--- config.mk ---
export PLATFORM = sky130hd
export DESIGN_NAME = sdp_c_core_pipe_ctrl
export DESIGN_NICKNAME = d
export VERILOG_FILES = /design/src/rtl/sdp_c_core_pipe_ctrl.sv
export SDC_FILE = /design/constraint.sdc
export NUM_CORES = 1
export LEC_CHECK = 0
export BUFFER_PORTS_ARGS = -buffer_cell sky130_fd_sc_hd__buf_2
export CORE_MARGIN = 4
export CORE_UTILIZATION = 44
export CTS_BUF_LIST = sky130_fd_sc_hd__clkbuf_8
export CTS_CLUSTER_DIAMETER = 50
export DETAILED_ROUTE_END_ITERATION = 8
export GPL_ROUTABILITY_DRIVEN = 0
export MAX_ROUTING_LAYER = met4
export PLACE_DENSITY_LB_ADDON = 0.2
export SLEW_MARGIN = 20
export SYNTH_ARGS = -nofsm -noshare
export SYNTH_HDL_FRONTEND = slang
export SYNTH_SLANG_ARGS = --single-unit
--- constraint.sdc ---
create_clock -name nvdla_core_clk -period 1.7 [get_ports nvdla_core_clk]
set_input_delay 0.34 -clock nvdla_core_clk [delete_from_list [all_inputs] [get_ports nvdla_core_clk]]
set_output_delay 0.34 -clock nvdla_core_clk [all_outputs]
set_load 0.02 [all_outputs]
--- src/rtl/sdp_c_core_pipe_ctrl.sv ---
`default_nettype none
// +----------------------------------------------------------------------------+
// | Module   : sdp_c_core_pipe_ctrl                                            |
// | Purpose  : SDP C-core sequencer: stage valids, core_wen, IDLE/RUN/DRAIN.   |
// | Option   : SDP_C_CORE_PIPE_CTRL_PERF_EN enables the output-stall counter.  |
// | Revision : 1.0  initial release                                            |
// +----------------------------------------------------------------------------+
module sdp_c_core_pipe_ctrl #(
   parameter int DEPTH = 3,
   parameter int CNT_W = 16
) (
   input  logic             nvdla_core_clk,
   input  logic             nvdla_core_rstn,
   input  logic             cfg_op_en,
   input  logic             chn_in_pvld,
   output logic             chn_in_prdy,
   output logic             chn_out_pvld,
   input  logic             chn_out_prdy,
   output logic             core_wen,
   output logic [DEPTH-1:0] stage_vld,
   output logic [2:0]       fsm_output,
   output logic [CNT_W-1:0] beat_cnt,
   output logic             op_done,
   output logic [31:0]      perf_stall_cnt
);

   typedef enum logic [2:0] {
      IDLE  = 3'b001,
      RUN   = 3'b010,
      DRAIN = 3'b100
   } state_t;

   localparam logic [DEPTH-1:0] LAST_ONLY = {1'b1, {(DEPTH-1){1'b0}}};

   state_t state;
   state_t state_nxt;
   logic   adv;
   logic   in_acc;
   logic   out_acc;
   logic   op_start;
   logic   drain_done;

   // The whole core moves as one: any stall at the output freezes every stage.
   assign adv          = ~stage_vld[DEPTH-1] | chn_out_prdy;
   assign core_wen     = adv & ((state == RUN) | (state == DRAIN));
   assign chn_in_prdy  = (state == RUN) & adv;
   assign in_acc       = chn_in_pvld & chn_in_prdy;
   assign chn_out_pvld = stage_vld[DEPTH-1];
   assign out_acc      = chn_out_pvld & chn_out_prdy;
   assign fsm_output   = state;
   assign op_start     = (state == IDLE) & cfg_op_en;
   assign drain_done   = (stage_vld == '0) | ((stage_vld == LAST_ONLY) & out_acc);

   always_comb begin
      state_nxt = state;
      case (state)
         IDLE:    if (cfg_op_en)  state_nxt = RUN;
         RUN:     if (!cfg_op_en) state_nxt = DRAIN;
         DRAIN:   if (drain_done) state_nxt = IDLE;
         default:                 state_nxt = IDLE;
      endcase
   end

   always_ff @(posedge nvdla_core_clk or negedge nvdla_core_rstn) begin
      if (!nvdla_core_rstn) begin
         state <= IDLE;
      end else begin
         state <= state_nxt;
      end
   end

   always_ff @(posedge nvdla_core_clk or negedge nvdla_core_rstn) begin
      if (!nvdla_core_rstn) begin
         stage_vld <= '0;
      end else if (core_wen) begin
         stage_vld <= {stage_vld[DEPTH-2:0], in_acc};
      end
   end

   always_ff @(posedge nvdla_core_clk or negedge nvdla_core_rstn) begin
      if (!nvdla_core_rstn) begin
         op_done <= 1'b0;
      end else begin
         op_done <= (state == DRAIN) & drain_done;
      end
   end

   // Count survives IDLE so software can read it after op_done.
   always_ff @(posedge nvdla_core_clk or negedge nvdla_core_rstn) begin
      if (!nvdla_core_rstn) begin
         beat_cnt <= '0;
      end else if (op_start) begin
         beat_cnt <= '0;
      end else if (out_acc) begin
         beat_cnt <= beat_cnt + CNT_W'(1);
      end
   end

`ifdef SDP_C_CORE_PIPE_CTRL_PERF_EN
   logic        stall;
   logic [31:0] perf_cnt;

   assign stall = chn_out_pvld & ~chn_out_prdy;

   always_ff @(posedge nvdla_core_clk or negedge nvdla_core_rstn) begin
      if (!nvdla_core_rstn) begin
         perf_cnt <= 32'd0;
      end else if (op_start) begin
         perf_cnt <= 32'd0;
      end else if (stall && (perf_cnt != 32'hFFFF_FFFF)) begin
         perf_cnt <= perf_cnt + 32'd1;
      end
   end

   assign perf_stall_cnt = perf_cnt;
`else
   assign perf_stall_cnt = 32'd0;
`endif

endmodule
`default_nettype wire

Word-level counts from Yosys, hierarchy flattened
Cells that the tools add are included.

cells by class
  muxes and demuxes = 6
  reduce and logical (&&, ||, !) cells = 3
  $add $sub $neg = 1
  bitwise gates (word level) = 11
  equality and inequality tests = 7

operators with widths
  cell                                           number
  two-way mux 16 bit                             2
  adder 16 x 1 -> 16 bit, second input constant  1
  two-way mux 3 bit                              3
  one-hot mux 3 bit (3 select lines)             1
  AND 1 bit                                      7
  == test 3 bit, second input constant           2
  inequality test 2 bit, second input constant   3
  == test 3 x 1 -> 1 bit, second input constant  1
  == test 3 x 2 -> 1 bit, second input constant  1
  zero test 3 bit                                1
  bitwise OR 1 bit                               3
  AND reduction 3 bit                            1
  nonzero test 2 bit                             1
  NOT 1 bit                                      1

word-level totals
  bits of input ports = 5
  register bits = 23

Depth between registers and ports, before layout
  depth after elaboration = 5
  gate-level depth with buffers = 4
  mapped depth without buffers = 4

Least setup slack after synthesis
No wires, ideal clock.

  path type = reg2reg
  start point = register stage_vld[2]
  end point = register beat_cnt[15]
  cell stages (with the launch flop) = 5
  path buffers = 0
  arrival time = 1805 ps
  slack = -231 ps
  period minus slack after synthesis = 1931 ps
  library setup time = 125 ps
  cells stage by stage = dfrtp_1 > nand4_4 > or2_4 > or4_4 > mux2_4

on the way
  cells in the longest elaborated chain, start to end = 2

ends and longest elaborated chain
  element                       RTL line  source
  start: declaration            20        output logic [DEPTH-1:0] stage_vld,
  start signal: assignment      76        stage_vld <= {stage_vld[DEPTH-2:0], in_acc};
  AND 1 bit                     49        assign out_acc = chn_out_pvld & chn_out_prdy;
  nonzero test 2 bit (no line)  --
  end signal: assignment        95        beat_cnt <= beat_cnt + CNT_W'(1);
  end: declaration              22        output logic [CNT_W-1:0] beat_cnt,

Every way passes these cells.
A chain may end at the register's enable or synchronous reset.

Worst setup path in the final report
  start point = register state[2], in the netlist fsm_output[2]
  end point = output port core_wen

on the way
  cells in the longest elaborated chain, start to end = 3

ends and longest elaborated chain
  element                                                  RTL line  source
  start: declaration                                       35        state_t state;
  start signal: assignment                                 68        state <= state_nxt;
  == test 3 x 2 -> 1 bit or == test 3 bit (tied branches)  45        assign core_wen = adv & ((state == RUN) | (state == DRAIN));
  bitwise OR 1 bit (*)                                     45
  AND 1 bit (*)                                            45
  end: declaration                                         19        output logic core_wen,

Mark *: on every way between the ends. The rest lies on a longest branch, timed or not.

==> results.yml <==
run_status:
  status: "completed"
placement:
  post-dp-hpwl_um: 2196
  port_buffers: 30
  place_ws_ps: -45.18
  postPlaceCellArea_um2: 1658
final_layout:
  area_growth_pct: 31.59
  antenna_cells: 0
  drive_above_1_share_pct: 44.93
  fill_cells: 264
  seqCellArea_um2: 591.8
  nets: 214
  post-route-util_pct: 60.25
  multi_input_area_um2: 720.7
  design_area_um2: 1824
critical_path:
  critPathMaxFanout: 4
  start_kind: "flip-flop"
  worstSetupPathType: "flip-flop to output pin"
  crit_required_ps: 1360
  worstPathArrival_ps: 1350
  endpoint_kind: "output pin"
floorplanning:
  die_y_um: 64.13
  rows: 20
  ios: 63
  die_w_um: 64.13
  start_util_pct: 45.79
  core-area_um2: 3028
  dieArea_um2: 4113
sta:
  setup_viol: 0
  min_period_ps: 1690
  fin_skew_ps: 1.703
  final-max-slew-violation-count: 0
  finalHoldViolCount: 0
  slew_headroom_pct: 64.63
  rsz0062_at_grt: "true"
  min_period_over_period_pct: 99.40
  worst_pin_slew_ps: 530.6
  setup_ws_ps: 10.15
  max_clock_freq_ghz: 0.5918
run:
  max_cap_violations: 0
power:
  total_power_uw: 2053
  p_leak_uw: 0.0009116
  peakVddDrop_v: 0.0007775
  p_per_area_nw_per_um2: 1126
worst_hold_path:
  hold_class: "input pin to asynchronous set/reset pin"
synth:
  synth-edff-count: 0
  synth_compound_area_share_pct: 7.040
  yosysWarnings: 0
  synth_fa_ha_area_share_pct: 0.9025
  synth_ff_type: "dfrtp_1"
  synth.distinct_cells: 35
  yosys.area.top_type: "dfrtp_1"
  synth_seq_area_share_pct: 41.61
  synth.most_common_cell: "buf_4"
  synth_top_family_by_area: "simple AND/OR/NAND/NOR gates"
  synthMuxAreaShare_pct: 1.895
  synth_xor_xnor_area_share_pct: 6.318
  synthTopCellsByCount: "buf_4, dfrtp_1, nor2_1"
  synthSimpleGateAreaFrac_pct: 22.47
  async_reset_ff_share_pct: 100.0
  synthTopCellsByArea: "dfrtp_1, buf_4, xnor2_1, nor2_1, a21oi_1"
  syn_inst: 146
  syn_area_per_cell_um2: 9.495
  syn_area_um2: 1386
  synth_seq_cells: 23
  yosysTopAreaCellShare_pct: 39.71
grt:
  grt_pass1_vias: 1182
  antenna_found_initial: 0
  gr-total-overflow: 0
  track_usage_pct: 15.96
  grt_pass1_wl_um: 5202
  grt_max_degree: 24
detailed_routing:
  vias_per_cell: 4.649
  totalWireLength_um: 3011
  drc: 0
  drt-pass1-iter-count: 4
  drtIter0Drc: 45
  wl_per_cell_um: 12.00
  antenna_left: 0
  vias: 1167
clock_network:
  insertion_delay_ps: 260
  clockBufferDepth: 2
  cts_max_level: 1
  cts_buffers: 3
  cts-root-buf: "clkbuf_8"
  cts_tree: "yes"
  ctsHoldBuffers: 0
  clkSinkCount: 23
  path_clk_slew_ps: 80
==> metrics by stage <==
stage	TNS (ps)	cells	hold WS (ps)
floorplan	-99.48	177	44.41
global placement	-22.67	240	344.3
detailed placement	-64.45	240	351.2
CTS	-13.37	250	63.56
global route	-152.1	251	81.52
finish	0	251	48.58
==> registers in the layout (all words and copies together) (netlist names) <==
name        cells
stage_vld       3
fsm_output      3
op_done         1
beat_cnt       16
==> layout make-up <==
type / count / area share [%]
repair buffers: 60 / 21.47
clock inverters: 1 / 0.2743
inverters: 5 / 1.029
clock buffers: 3 / 2.263
well taps: 44 / 3.018
multi-input cells: 115 / 39.51
flip-flops and latches: 23 / 32.44
==> metal layers <==
layer  share of wire [%]  vias to the layer above  GRT usage (%)
met1                  42                      561          19.07
met4                0.83                        0          3.958
met2                  50                       53          28.26
met3                 6.7                        2          2.285
li1                    -                      551              -
met5                   0                        -              -
==> worst paths after layout <==
path | cells past startpoint | endpoint | slack, ps | from
max | 4 | core_wen | 10 | fsm_output[2]$_DFFE_PN0P_
max in group asynchronous | 1 | beat_cnt[7]$_DFFE_PN0P_ | 1270 | nvdla_core_rstn
min in group nvdla_core_clk | 3 | stage_vld[0]$_DFFE_PN0P_ | 290 | chn_in_pvld
min | 1 | beat_cnt[12]$_DFFE_PN0P_ | 50 | nvdla_core_rstn
min reg2reg | 1 | stage_vld[1]$_DFFE_PN0P_ | 570 | stage_vld[0]$_DFFE_PN0P_
max reg2reg | 4 | beat_cnt[15]$_DFFE_PN0P_ | 20 | stage_vld[2]$_DFFE_PN0P_
==> kinds of logic (layout without fill, tap and decap cells) <==
kind of cell	count (synthesis)	in the layout
fa+ha+maj	1	1
mux	2	2
compound gates	17	17
simple gates	53	53
buf+inv	39	69
other cells	1	32
xor+xnor	10	10
flops	23	23
==> worst max-delay path, stage by stage (launching register included) <==
cell and delay, ps:
dfrtp_2 440, nand2b_4 180, a21oi_4 160, nor2b_4 180, buf_6 130
==> power breakdown <==
| part | switching [uW] | total (uW) | internal (uW) |
|---|---|---|---|
| Clock | 175 | 339 | 163 |
| Combinational | 540 | 948 | 408 |
| Sequential | 116 | 767 | 651 |
| Total | 831 | 2050 | 1220 |
==> repair_timing <==
action	4_1_cts	5_1_grt
pin swaps	1	2
resized for setup	9	8
endpoints found under the setup margin	2	5
buffers inserted	6	1
==> cell usage in the layout (no fill, tap or decap), types with 3 or more instances in the layout <==
cell / instances
a21oi_1: 5
buf_2: 28
buf_4: 29
buf_6: 3
clkbuf_8: 3
conb_1: 32
dfrtp_1: 10
dfrtp_2: 12
inv_1: 5
nand2_1: 9
nand3_1: 5
nand4_1: 3
nor2_1: 13
o21ai_0: 5
or3_1: 3
xnor2_1: 6
xor2_1: 4
Power figures use the tool's default switching activity.
